`src/rtl/mux_arbiter8_pkg.sv`:
```
// Shared types and constants for the 8-way round-robin mux arbiter.
// Owner encoding, state encoding and a one-hot helper are used by all arbiter files.
package mux_arbiter8_pkg;

  localparam int NREQ  = 8;
  localparam int SEL_W = 3;

  typedef enum logic {
    IDLE = 1'b0,
    BUSY = 1'b1
  } state_t;

  function automatic logic [NREQ-1:0] onehot8(input logic [SEL_W-1:0] idx);
    onehot8 = {{(NREQ-1){1'b0}}, 1'b1} << idx;
  endfunction

endpackage

```
`src/rtl/mux_arbiter8_if.sv`:
```
// Request/grant bundle between the requesters and the mux select arbiter.
// The master side drives req; the slave (arbiter) side drives grant and select.
interface mux_arbiter8_if;
  import mux_arbiter8_pkg::*;

  logic [NREQ-1:0]  req;
  logic [NREQ-1:0]  gnt;
  logic [SEL_W-1:0] sel;
  logic             sel_valid;
  logic             tout;

  modport master (
    output req,
    input  gnt,
    input  sel,
    input  sel_valid,
    input  tout
  );

  modport slave (
    input  req,
    output gnt,
    output sel,
    output sel_valid,
    output tout
  );

endinterface

```
`src/rtl/mux_arbiter8_rr_pick8.sv`:
```
// Combinational round-robin pick: rotate req so ptr is bit 0, priority-encode
// the lowest set bit, then add ptr back to get the absolute requester index.
module rr_pick8
  import mux_arbiter8_pkg::*;
(
  input  logic [NREQ-1:0]  req,
  input  logic [SEL_W-1:0] ptr,
  output logic [SEL_W-1:0] idx,
  output logic             any
);

  logic [NREQ-1:0]  rot;
  logic [SEL_W-1:0] off;

  // rot[i] is the requester i positions after ptr, wrapping modulo 8
  always_comb begin
    rot = '0;
    for (int i = 0; i < NREQ; i++) begin
      rot[i] = req[SEL_W'(i) + ptr];
    end
  end

  // Scan from the top down so the lowest set bit wins
  always_comb begin
    off = '0;
    for (int i = NREQ - 1; i >= 0; i--) begin
      if (rot[i]) begin
        off = SEL_W'(i);
      end
    end
  end

  assign idx = ptr + off;
  assign any = |req;

endmodule

```
`src/rtl/mux_arbiter8.sv`:
```
// Round-robin arbiter owning the shared 8:1 mux select, with hold-while-requesting
// and an optional forced release after TIMEOUT cycles when others are waiting.
module mux_arbiter8
  import mux_arbiter8_pkg::*;
#(
  parameter int TIMEOUT = 16,
  parameter int CNT_W   = 5
) (
  input  logic         clk,
  input  logic         rst_n,
  mux_arbiter8_if.slave bus
);

  localparam bit               TO_EN   = (TIMEOUT != 0);
  localparam logic [CNT_W-1:0] TO_LAST = (TIMEOUT == 0) ? '0 : CNT_W'(TIMEOUT - 1);
  localparam logic [CNT_W-1:0] CNT_MAX = '1;

  state_t           state;
  logic [SEL_W-1:0] ptr;
  logic [CNT_W-1:0] cnt;
  logic [NREQ-1:0]  gnt_q;
  logic [SEL_W-1:0] sel_q;
  logic             sel_valid_q;
  logic             tout_q;

  logic [SEL_W-1:0] pick_idx;
  logic             pick_any;
  logic             owner_req;
  logic             others_pending;

  rr_pick8 u_pick (
    .req (bus.req),
    .ptr (ptr),
    .idx (pick_idx),
    .any (pick_any)
  );

  assign owner_req      = bus.req[sel_q];
  assign others_pending = |(bus.req & ~onehot8(sel_q));

  // An owner dropping its request takes precedence over a coincident timeout,
  // and cnt stops at its maximum so a long uncontested grant never re-times-out.
  always_ff @(posedge clk or negedge rst_n) begin
    if (!rst_n) begin
      state       <= IDLE;
      ptr         <= '0;
      cnt         <= '0;
      gnt_q       <= '0;
      sel_q       <= '0;
      sel_valid_q <= 1'b0;
      tout_q      <= 1'b0;
    end else begin
      tout_q <= 1'b0;
      case (state)
        IDLE: begin
          if (pick_any) begin
            gnt_q       <= onehot8(pick_idx);
            sel_q       <= pick_idx;
            sel_valid_q <= 1'b1;
            cnt         <= '0;
            state       <= BUSY;
          end
        end
        BUSY: begin
          if (cnt != CNT_MAX) begin
            cnt <= cnt + 1'b1;
          end
          if (!owner_req) begin
            gnt_q       <= '0;
            sel_valid_q <= 1'b0;
            ptr         <= sel_q + 1'b1;
            state       <= IDLE;
          end else if (TO_EN && (cnt == TO_LAST) && others_pending) begin
            gnt_q       <= '0;
            sel_valid_q <= 1'b0;
            ptr         <= sel_q + 1'b1;
            tout_q      <= 1'b1;
            state       <= IDLE;
          end
        end
        default: begin
          state <= IDLE;
        end
      endcase
    end
  end

  assign bus.gnt       = gnt_q;
  assign bus.sel       = sel_q;
  assign bus.sel_valid = sel_valid_q;
  assign bus.tout      = tout_q;

endmodule
```
`src/flat_wrapper.sv`:
```
// flat-port wrapper written by rule: the top's interface ports become plain ports
module mux_arbiter8_flat import mux_arbiter8_pkg::*;
#(
  parameter int TIMEOUT = 16,
  parameter int CNT_W   = 5
)
  (clk, rst_n, bus_req, bus_gnt, bus_sel, bus_sel_valid, bus_tout);
  mux_arbiter8_if bus_i ();
  input  logic clk;
  input  logic rst_n;
  input wire logic [$bits(bus_i.req)-1:0] bus_req;
  output wire logic [$bits(bus_i.gnt)-1:0] bus_gnt;
  output wire logic [$bits(bus_i.sel)-1:0] bus_sel;
  output wire logic [$bits(bus_i.sel_valid)-1:0] bus_sel_valid;
  output wire logic [$bits(bus_i.tout)-1:0] bus_tout;
  assign bus_i.req = bus_req;
  assign bus_gnt = bus_i.gnt;
  assign bus_sel = bus_i.sel;
  assign bus_sel_valid = bus_i.sel_valid;
  assign bus_tout = bus_i.tout;
  mux_arbiter8 #(.TIMEOUT(TIMEOUT), .CNT_W(CNT_W)) u_core (.clk(clk), .rst_n(rst_n), .bus(bus_i));
endmodule
```
`config.mk`:
```
export PLATFORM = sky130hd
export DESIGN_NAME = mux_arbiter8_flat
export DESIGN_NICKNAME = d
export VERILOG_FILES = /design/src/rtl/mux_arbiter8_pkg.sv /design/src/rtl/mux_arbiter8_if.sv /design/src/rtl/mux_arbiter8_rr_pick8.sv /design/src/rtl/mux_arbiter8.sv /design/src/flat_wrapper.sv
export SDC_FILE = /design/constraint.sdc
export NUM_CORES = 1
export LEC_CHECK = 0
export BUFFER_PORTS_ARGS = -buffer_cell sky130_fd_sc_hd__buf_2
export CORE_MARGIN = 10
export CORE_UTILIZATION = 35
export DETAILED_ROUTE_END_ITERATION = 12
export PLACE_DENSITY_LB_ADDON = 0.12
export RECOVER_POWER = 25
export SLEW_MARGIN = 10
export SYNTH_ARGS = -nofsm -noshare
export SYNTH_HDL_FRONTEND = slang
export SYNTH_SLANG_ARGS = --single-unit
```
`constraint.sdc`:
```
create_clock -name clk -period 3.7 [get_ports clk]
set_clock_uncertainty 0.15 [all_clocks]
set_input_delay 0.74 -clock clk [delete_from_list [all_inputs] [get_ports clk]]
set_output_delay 0.74 -clock clk [all_outputs]
set_load 0.01 [all_outputs]
```
Word-level counts from Yosys, hierarchy flattened
Index checks and enable logic that the tools add are counted.
- flip-flop bits (word level): 22
- word-level logic and storage cells: 90
- $add $sub $neg: 10
- eq/ne operators: 6
- bitwise operators: 3
- muxes and demuxes: 46
- shift-type cells: 2
- reduce and logical (&&, ||, !) cells: 7
- order comparisons: 9
- operators by type and width (operator ; number):
    3-bit by 4-bit less-than comparator with 1-bit output, second input constant ; 9
    3-bit two-way mux ; 10
    1-bit binary-select mux with 3-bit select ; 9
    8-bit two-way mux ; 3
    1-bit two-way mux ; 18
    8-bit one-hot mux with 2 select lines ; 1
    8-bit OR reduction ; 2
    1-bit by 3-bit left shift with 8-bit output, first input constant ; 2
    3-bit adder, first input constant ; 4
    5-bit two-way mux ; 2
    5-bit one-hot mux with 2 select lines ; 1
    8-bit AND ; 1
    8-bit NOT ; 1
    2-bit AND reduction ; 4
    2-bit by 3-bit adder with 3-bit output, first input constant ; 2
    5-bit by 1-bit adder with 5-bit output, second input constant ; 1
    5-bit by 4-bit == test with 1-bit output, second input constant ; 1
    5-bit != test, second input constant ; 1
    2-bit != test, second input constant ; 2
    1-bit one-hot mux with 2 select lines ; 2
    1-bit by 3-bit adder with 3-bit output, first input constant ; 1
    3-bit by 1-bit adder with 3-bit output, second input constant ; 1
    3-bit adder ; 1
    3-bit != test, second input constant ; 1
    3 further kinds ; 3

Longest topological paths before layout
Gate-level depths: netlist of run 1.
- word-level depth: 15
- depth in mapped cells: 17

Cells and area by module
Synthesis of run 1 repeated with hierarchy kept, for this count alone.
- cells, all modules: 195
- area total of the unflattened synthesis: 1913.1 um2
- by module, submodules not included (module ; seq. area each (um2) ; area each (um2) ; times used ; cells an instance):
    mux_arbiter8 ; 550.5 ; 1290.0 ; 1 ; 129
    rr_pick8 ; 0.0 ; 623.1 ; 1 ; 66

Worst setup path after synthesis of run 1
OpenSTA, ideal clock, no wires.
- path kind: register to register
- start point: register u_core.ptr[1]
- end point: register u_core.gnt_q[1] (netlist: u_core.bus.gnt[1])
- setup slack: 0.051 ns
- setup time: 0.126 ns
- buffers on the path: 2
- arrival time: 3.373 ns
- data required time: 3.424 ns
- cell stages (with the launch flop): 17
- period minus slack after synthesis: 3.649 ns
- cells stage by stage: dfrtp_1 buf_2 inv_1 ha_1 buf_2 mux2i_1 mux2i_1 mux2i_1 a211o_1 a22oi_1 ha_1 inv_1 fa_1 xnor2_1 nor2_1 and3_1 a221o_1
- cells in the longest elaborated chain, start to end: 15
- elaborated cells between the ends (all ways): 35
- classes of those cells: 8 x add/sub; 1 x shift; 26 x mux
- ends and longest elaborated chain (what ; line ; text):
    from (decl) ; mux_arbiter8.sv:19 ; logic [SEL_W-1:0] ptr;
    from (signal assigned) ; mux_arbiter8.sv:71 ; ptr <= sel_q + 1'b1;
    from (signal assigned) ; mux_arbiter8.sv:76 ; ptr <= sel_q + 1'b1;
    3-bit adder ; mux_arbiter8_rr_pick8.sv:19 ; rot[i] = req[SEL_W'(i) + ptr];
    1-bit binary-select mux with 3-bit select ; mux_arbiter8_rr_pick8.sv:19 ;
    1-bit two-way mux (implied by the code) ; mux_arbiter8_rr_pick8.sv:19 ;
    3-bit two-way mux (8 in series) ; mux_arbiter8_rr_pick8.sv:27 ; if (rot[i]) begin
    3-bit adder * ; mux_arbiter8_rr_pick8.sv:33 ; assign idx = ptr + off;
    1-bit by 3-bit left shift with 8-bit output * ; mux_arbiter8_pkg.sv:14 ; onehot8 = {{(NREQ-1){1'b0}}, 1'b1} << idx;
    8-bit two-way mux * ; mux_arbiter8.sv:56 ; if (pick_any) begin
    8-bit one-hot mux with 2 select lines * ; mux_arbiter8.sv:54 ; case (state)
    to (signal assigned) ; mux_arbiter8.sv:57 ; gnt_q <= onehot8(pick_idx);
    to (decl) ; mux_arbiter8.sv:21 ; logic [NREQ-1:0] gnt_q;
Every way passes the cells marked *; elsewhere a longest branch is shown, timed or not. The select of a mux whose other input is x is not followed.
A chain may end at the register's enable or synchronous reset.

Final worst setup path of run 1
- start point: register u_core.ptr[1]
- end point: register u_core.gnt_q[0] (netlist: u_core.bus.gnt[0])
The elaborated chain is that of the path after synthesis.

==> results of run 1 <==
cells by family after synthesis:
group	count (synthesis)	share of synthesized area (%)
adder cells (fa/ha/maj)	13	8.73
AND/OR/NAND/NOR	56	15.8
flip-flops	22	28.2
multiplexers	26	21.8
buffers and inverters	25	6.29
XOR/XNOR	6	2.70
AO/OA/AOI/OAI	40	16.4
sequential cells by signal, indices dropped and copies added (netlist names):
signal	count
u_core.bus.tout	1
u_core.bus.sel	3
u_core.state	1
u_core.bus.gnt	8
u_core.ptr	3
u_core.bus.sel_valid	1
u_core.cnt	5
Yosys cell counts (all sizes together):
master and instances:
a211o 1, a21o 2, a21oi 5, a221o 8
a221oi 1, a22oi 1, a31oi 2, and2b 2
and3 10, buf 7, clkbuf 2, dfrtp 22
fa 1, ha 12, inv 16, mux2 4
mux2i 11, mux4 11, nand2 13, nand2b 4
nand3 6, nor2 9, nor2b 3, nor3 2
nor3b 1, nor4 6, o2111ai 2, o21a 1
o21ai 11, o21bai 2, o22ai 2, o311ai 1
o32a 1, xnor2 2, xor2 4
placed cells by master (no fill, tap or decap), drive strengths merged, types with 3 or more instances in the layout:
cell | synthesis | layout
buf | 7 | 42
dfrtp | 22 | 22
inv | 16 | 16
nand2 | 13 | 13
ha | 12 | 12
o21ai | 11 | 11
mux4 | 11 | 11
mux2i | 11 | 11
and3 | 10 | 10
nor2 | 9 | 9
a221o | 8 | 8
nand3 | 6 | 6
nor4 | 6 | 6
a21oi | 5 | 5
clkbuf | 2 | 5
nand2b | 4 | 4
xor2 | 4 | 4
mux2 | 4 | 4
nor2b | 3 | 3
routing by layer:
metal / vias to the layer above / track usage [%]
li1: 783 / -
met1: 824 / 14.4
met2: 16 / 19.6
met3: 4 / 1.59
met4: 0 / 2.24
met5: - / 0
critical path: stages, from the launching register on:
cell	delay [ns]
dfrtp_1	0.39
inv_2	0.11
ha_4	0.27
mux2i_4	0.21
mux4_1	0.56
and2b_1	0.23
a21oi_1	0.13
o32a_2	0.18
fa_2	0.51
nand2_1	0.16
nor3_2	0.07
and3_1	0.19
a221o_1	0.25
final cells by class:
| class | instances | area (sq um) | share of cell area, % |
|---|---|---|---|
| sequential | 22 | 551 | 22.8 |
| inverter | 16 | 60.1 | 2.49 |
| timing repair buffer | 43 | 267 | 11.1 |
| tap | 72 | 90.1 | 3.74 |
| multi-input combinational | 141 | 1390 | 57.6 |
| clock buffer | 4 | 55.1 | 2.28 |
timing repair:
item,in CTS,in global routing
setup endpoints to repair,1,8
endpoints found under the hold margin,0,0
pin swaps,0,2
gates resized for setup,1,20
metrics by stage:
stage / worst slack [ns] / cell area, sq um / std cells / setup TNS [ns] / hold WS, ns
3_3_place_gp: -0.0686 / 2240 / 294 / -0.217 / 0.344
3_5_place_dp: -0.0785 / 2240 / 294 / -0.355 / 0.348
5_1_grt: -0.0161 / 2410 / 298 / -0.0169 / 0.387
4_1_cts: -0.00463 / 2310 / 298 / -0.00463 / 0.300
6_report: 0.186 / 2410 / 298 / 0 / 0.362
2_1_floorplan: 0.0511 / 1950 / 188 / 0 / 0.294
how the worst max path moves through the flow:
stage | startpoint | to | cells past startpoint
floorplan | u_core.ptr[1] | u_core.bus.gnt[1] | 16
global placement | bus_req[0] | u_core.bus.gnt[7] | 13
detailed placement | bus_req[5] | u_core.bus.gnt[6] | 14
CTS | u_core.ptr[1] | u_core.bus.gnt[6] | 14
global route | u_core.ptr[1] | u_core.bus.gnt[0] | 15
finish | u_core.ptr[1] | u_core.bus.gnt[0] | 12
==> results.yml, run 1 <==
status:
  status: "finished, final reports clean"
finish:
  nFillCells: 534
  drive_gt1_share_pct: 35.8
  final_core_util_pct: 44.3
  fin_nets: 250
  diodes: 0
  syn2layout_area_growth_pct: 23.7
drt:
  vias: 1627
  drc_errors: 0
  m1WireLength_um: 2200
  drt_iter0_drc: 99
  dr.pass1.iters: 4
  ant_nets: 0
  top_layer: "met4"
  routed-wl-met3_um: 113
  wl_per_cell_um: 16.5
  wl_um: 4920
  route.met2.wl_um: 2580
  viasPerCell: 5.46
sta:
  finalHoldViolCount: 0
  tightest_slew_ns: 1.20
  report.final.slew_viol_count: 0
  fmax_mhz: 285
  slew_headroom_pct: 20.3
  post-route-min-period_ns: 3.51
  finalCritPeriodShare_pct: 95.0
  setup_viol: 0
clocking:
  numCtsBuffers: 3
  cts_buffer_depth: 2
  cts.sinks: 22
  cts_tree: "yes"
  root_buffer: "clkbuf_8"
  clkLatencyLatePin_ns: 0.26
  cts.clk_slew.worst_paths_ns: 0.08
  post_cts_buffers: 0
  holdBufCountCts: 0
  h-tree-depth: 1
logic_synthesis:
  syn_inst: 188
  synth_fp_nets: 211
  seq_area_frac_synth_pct: 28.2
  yosysTopAreaCell: "dfrtp_1"
  yosysWarnings: 0
  syn_area_sq_um: 1950
  yosys.cell_types.count: 45
  yosysTopAreaCellShare_pct: 28.2
  yosys-top-cells-area: "dfrtp_1, mux4_2, ha_1"
  ys_ff_latch: 22
  syn_avg_cell_area_sq_um: 10.4
hold_path:
  min_to: "u_core.bus.gnt[0]"
  hold_class: "flop to flop"
  hp-start: "u_core.bus.gnt[0]"
  hold_depth: 1
worst_setup_path:
  rr_worst_depth: 12
  crit_path_max_fanout: 7
  reg2reg_to: "u_core.bus.gnt[0]"
  cp_data_required_time_ns: 3.70
  start_kind: "flop"
  rr_startpoint: "u_core.ptr[1]"
  r2r_setup_slack_ns: 0.19
  crit_type: "flop to flop"
  cp.arrival_ns: 3.51
  cp-end-kind: "flop"
placed_design:
  dpl.hpwl_um: 3820
  gp_congestion: 0.816
  numPortBuffers: 22
floorplan:
  io_pins: 23
  die_h_um: 94.6
  num_rows: 27
  dieArea_sq_um: 8950
  die_w_um: 94.6
  initial_core_util_pct: 35.8
  core_area_sq_um: 5440
global_route:
  grt_pass1_wl_um: 8210
  antenna_found_initial: 0
  grt-ovfl-total: 0
  grt_use_total_pct: 11.2
  grt_pass1_vias: 1664
  grt_max_degree: 23
run:
  cap_violations: 0
Power of run 1 is left out: the tool's default activity adds up to more than one toggle a clock period on the data nets, which glitch-free logic cannot reach.
==> inputs of run 2 (changes only) <==
- CTS_BUF_LIST: default -> sky130_fd_sc_hd__clkbuf_4
- clock period: 3.7 -> 4.18 ns (I/O delays scaled with it)
==> run 2 against run 1 <==
First-iteration DRC count up 9.1%; core utilization is 5.1 points lower; register-to-register slack better by 0.22 ns; worst hold slack gained 0.015 ns; worst setup slack better by 0.22 ns; final cell count decreased by 6.0%; routed wire length down 8.0%; global-route usage is 0.63 points lower; non-clock buffer count fell by 18; critical path depth up 2.
==> results.yml, run 2 (same netlist as run 1, synthesis figures left out) <==
worst_setup_path:
  cp_data_required_time_ns: 4.29
  cp_cell_sequence: "inv_2 -> ha_1 -> mux2i_1 -> mux2i_1 -> mux2i_1 -> a21oi_1 -> o21bai_1 -> a22oi_1 -> ha_1 -> inv_1 -> fa_1 -> nor4_1 -> and3_1 -> a221o_1"
  cp.arrival_ns: 3.89
  crit_type: "flop to flop"
  cpMostUsedCell: "mux2i_1"
  crit_path_max_fanout: 7
  cp-end-kind: "flop"
  r2r_setup_slack_ns: 0.41
  slowest_delay_ns: 0.51
  start_kind: "flop"
  crit_slowest_cell: "fa_1"
finish:
  diodes: 0
  final_core_util_pct: 39.2
  finalNonFillerCells: 280
  largest_register_ffs: 8
  nFillCells: 538
  multi_input_area_sq_um: 1280
  register_area_sq_um: 551
  syn2layout_area_growth_pct: 9.50
  mostFrequentLayoutCell: "dfrtp_1"
  layout_common_cells: "dfrtp_1, buf_2, inv_1"
  fin_nets: 232
  drive_gt1_share_pct: 22.1
status:
  status: "finished, final reports clean"
placed_design:
  numPortBuffers: 22
  gp_congestion: 0.902
  dpl.hpwl_um: 3610
  dp_cells: 276
drt:
  wl_um: 4530
  wl_per_cell_um: 16.2
  drt_iter0_drc: 108
  dr.pass1.iters: 4
  ant_nets: 0
  drc_errors: 0
  vias: 1561
  viasPerCell: 5.58
floorplan:
  initial_core_util_pct: 35.8
  core_area_sq_um: 5440
  io_pins: 23
  dieArea_sq_um: 8950
  die_h_um: 94.6
  num_rows: 27
  die_w_um: 94.6
run:
  cap_violations: 0
sta:
  post-route-min-period_ns: 3.77
  slew_headroom_pct: 21.6
  tightest_slew_ns: 1.18
  report.final.slew_viol_count: 0
  setup_viol: 0
  finalHoldViolCount: 0
  finalCritPeriodShare_pct: 90.2
  fmax_mhz: 265
  rsz0062_at_grt: "no"
  tns_ns: 0
clocking:
  cts_buffer_depth: 2
  numCtsBuffers: 3
  post_cts_buffers: 0
  cts.sinks: 22
  cts.clk_slew.worst_paths_ns: 0.13
  cts_tree: "yes"
  cts_resized: 0
  root_buffer: "clkbuf_4"
  clkLatencyLatePin_ns: 0.31
  holdBufCountCts: 0
  h-tree-depth: 1
pwr:
  ir_worst_vdd_mv: 0.325
  power_leakage_nw: 1.02
  power.density_nw_per_um2: 933
global_route:
  grt_max_degree: 23
  antenna_found_initial: 0
  grt_pass1_vias: 1571
  grt-ovfl-total: 0
  grt_pass1_wl_um: 7740
  grt_use_total_pct: 10.6
hold_path:
  hold_class: "flop to flop"
[run 2: cell count changes in the layout (fill, tap and decap cells not counted), sizes merged]
cell,previous run,this run
clkinv,0,1
buf,42,24
clkbuf,5,4
[run 2: path summary, 6_finish.rpt]
check	from	endpoint	cells after the start
max	u_core.ptr[0]	u_core.bus.gnt[6]	14
min	u_core.bus.gnt[2]	u_core.bus.gnt[2]	1
max reg2reg	u_core.ptr[0]	u_core.bus.gnt[6]	14
min reg2reg	u_core.bus.gnt[2]	u_core.bus.gnt[2]	1
max in group asynchronous	rst_n	u_core.bus.tout	1
min in group asynchronous	rst_n	u_core.bus.gnt[0]	1
[run 2: cell type report]
class                           instances  area share (%)
Inverter                               16            2.81
Clock buffer                            3            1.06
Sequential cell                        22            25.8
Timing Repair Buffer                   25            6.15
Clock inverter                          1           0.176
Multi-Input combinational cell        141            59.8
Tap cell                               72            4.22
[run 2: critical path, delay by kind of cell, from the launching register on]
kind | cells | cell delay [ns]
and+or+nand+nor | 2 | 0.67
AOI/OAI and AO/OA | 4 | 0.44
DFF | 1 | 0.37
muxes | 3 | 0.78
buffers and inverters | 2 | 0.14
adders and majority gates | 3 | 1.17
[run 2: through the flow]
step / setup slack [ns] / hold WS (ns) / area, sq um / power [W]
2_1_floorplan: 0.507 / 0.321 / 1950 / 0.00159
3_3_place_gp: 0.235 / 0.342 / 2110 / 0.00187
3_5_place_dp: 0.186 / 0.343 / 2110 / 0.00190
4_1_cts: 0.402 / 0.313 / 2140 / 0.00201
5_1_grt: 0.139 / 0.396 / 2130 / 0.00219
6_report: 0.408 / 0.377 / 2130 / 0.00199
[run 2: power by group]
part / switching [W] / total (W) / internal [W]
Combinational: 0.000824 / 0.00151 / 0.000683
Clock: 0.0000635 / 0.0000983 / 0.0000348
Sequential: 0.0000942 / 0.000386 / 0.000292
[run 2: routing by layer]
| layer | global-route usage [%] | vias up | wire, um |
|---|---|---|---|
| met1 | 12.9 | 792 | 1960 |
| met4 | 3.24 | 0 | 36 |
| li1 | - | 744 | - |
| met5 | 0 | - | 0 |
| met2 | 18.5 | 21 | 2450 |
| met3 | 1.82 | 4 | 89 |
Note: power is estimated with default switching activity, not from simulation.
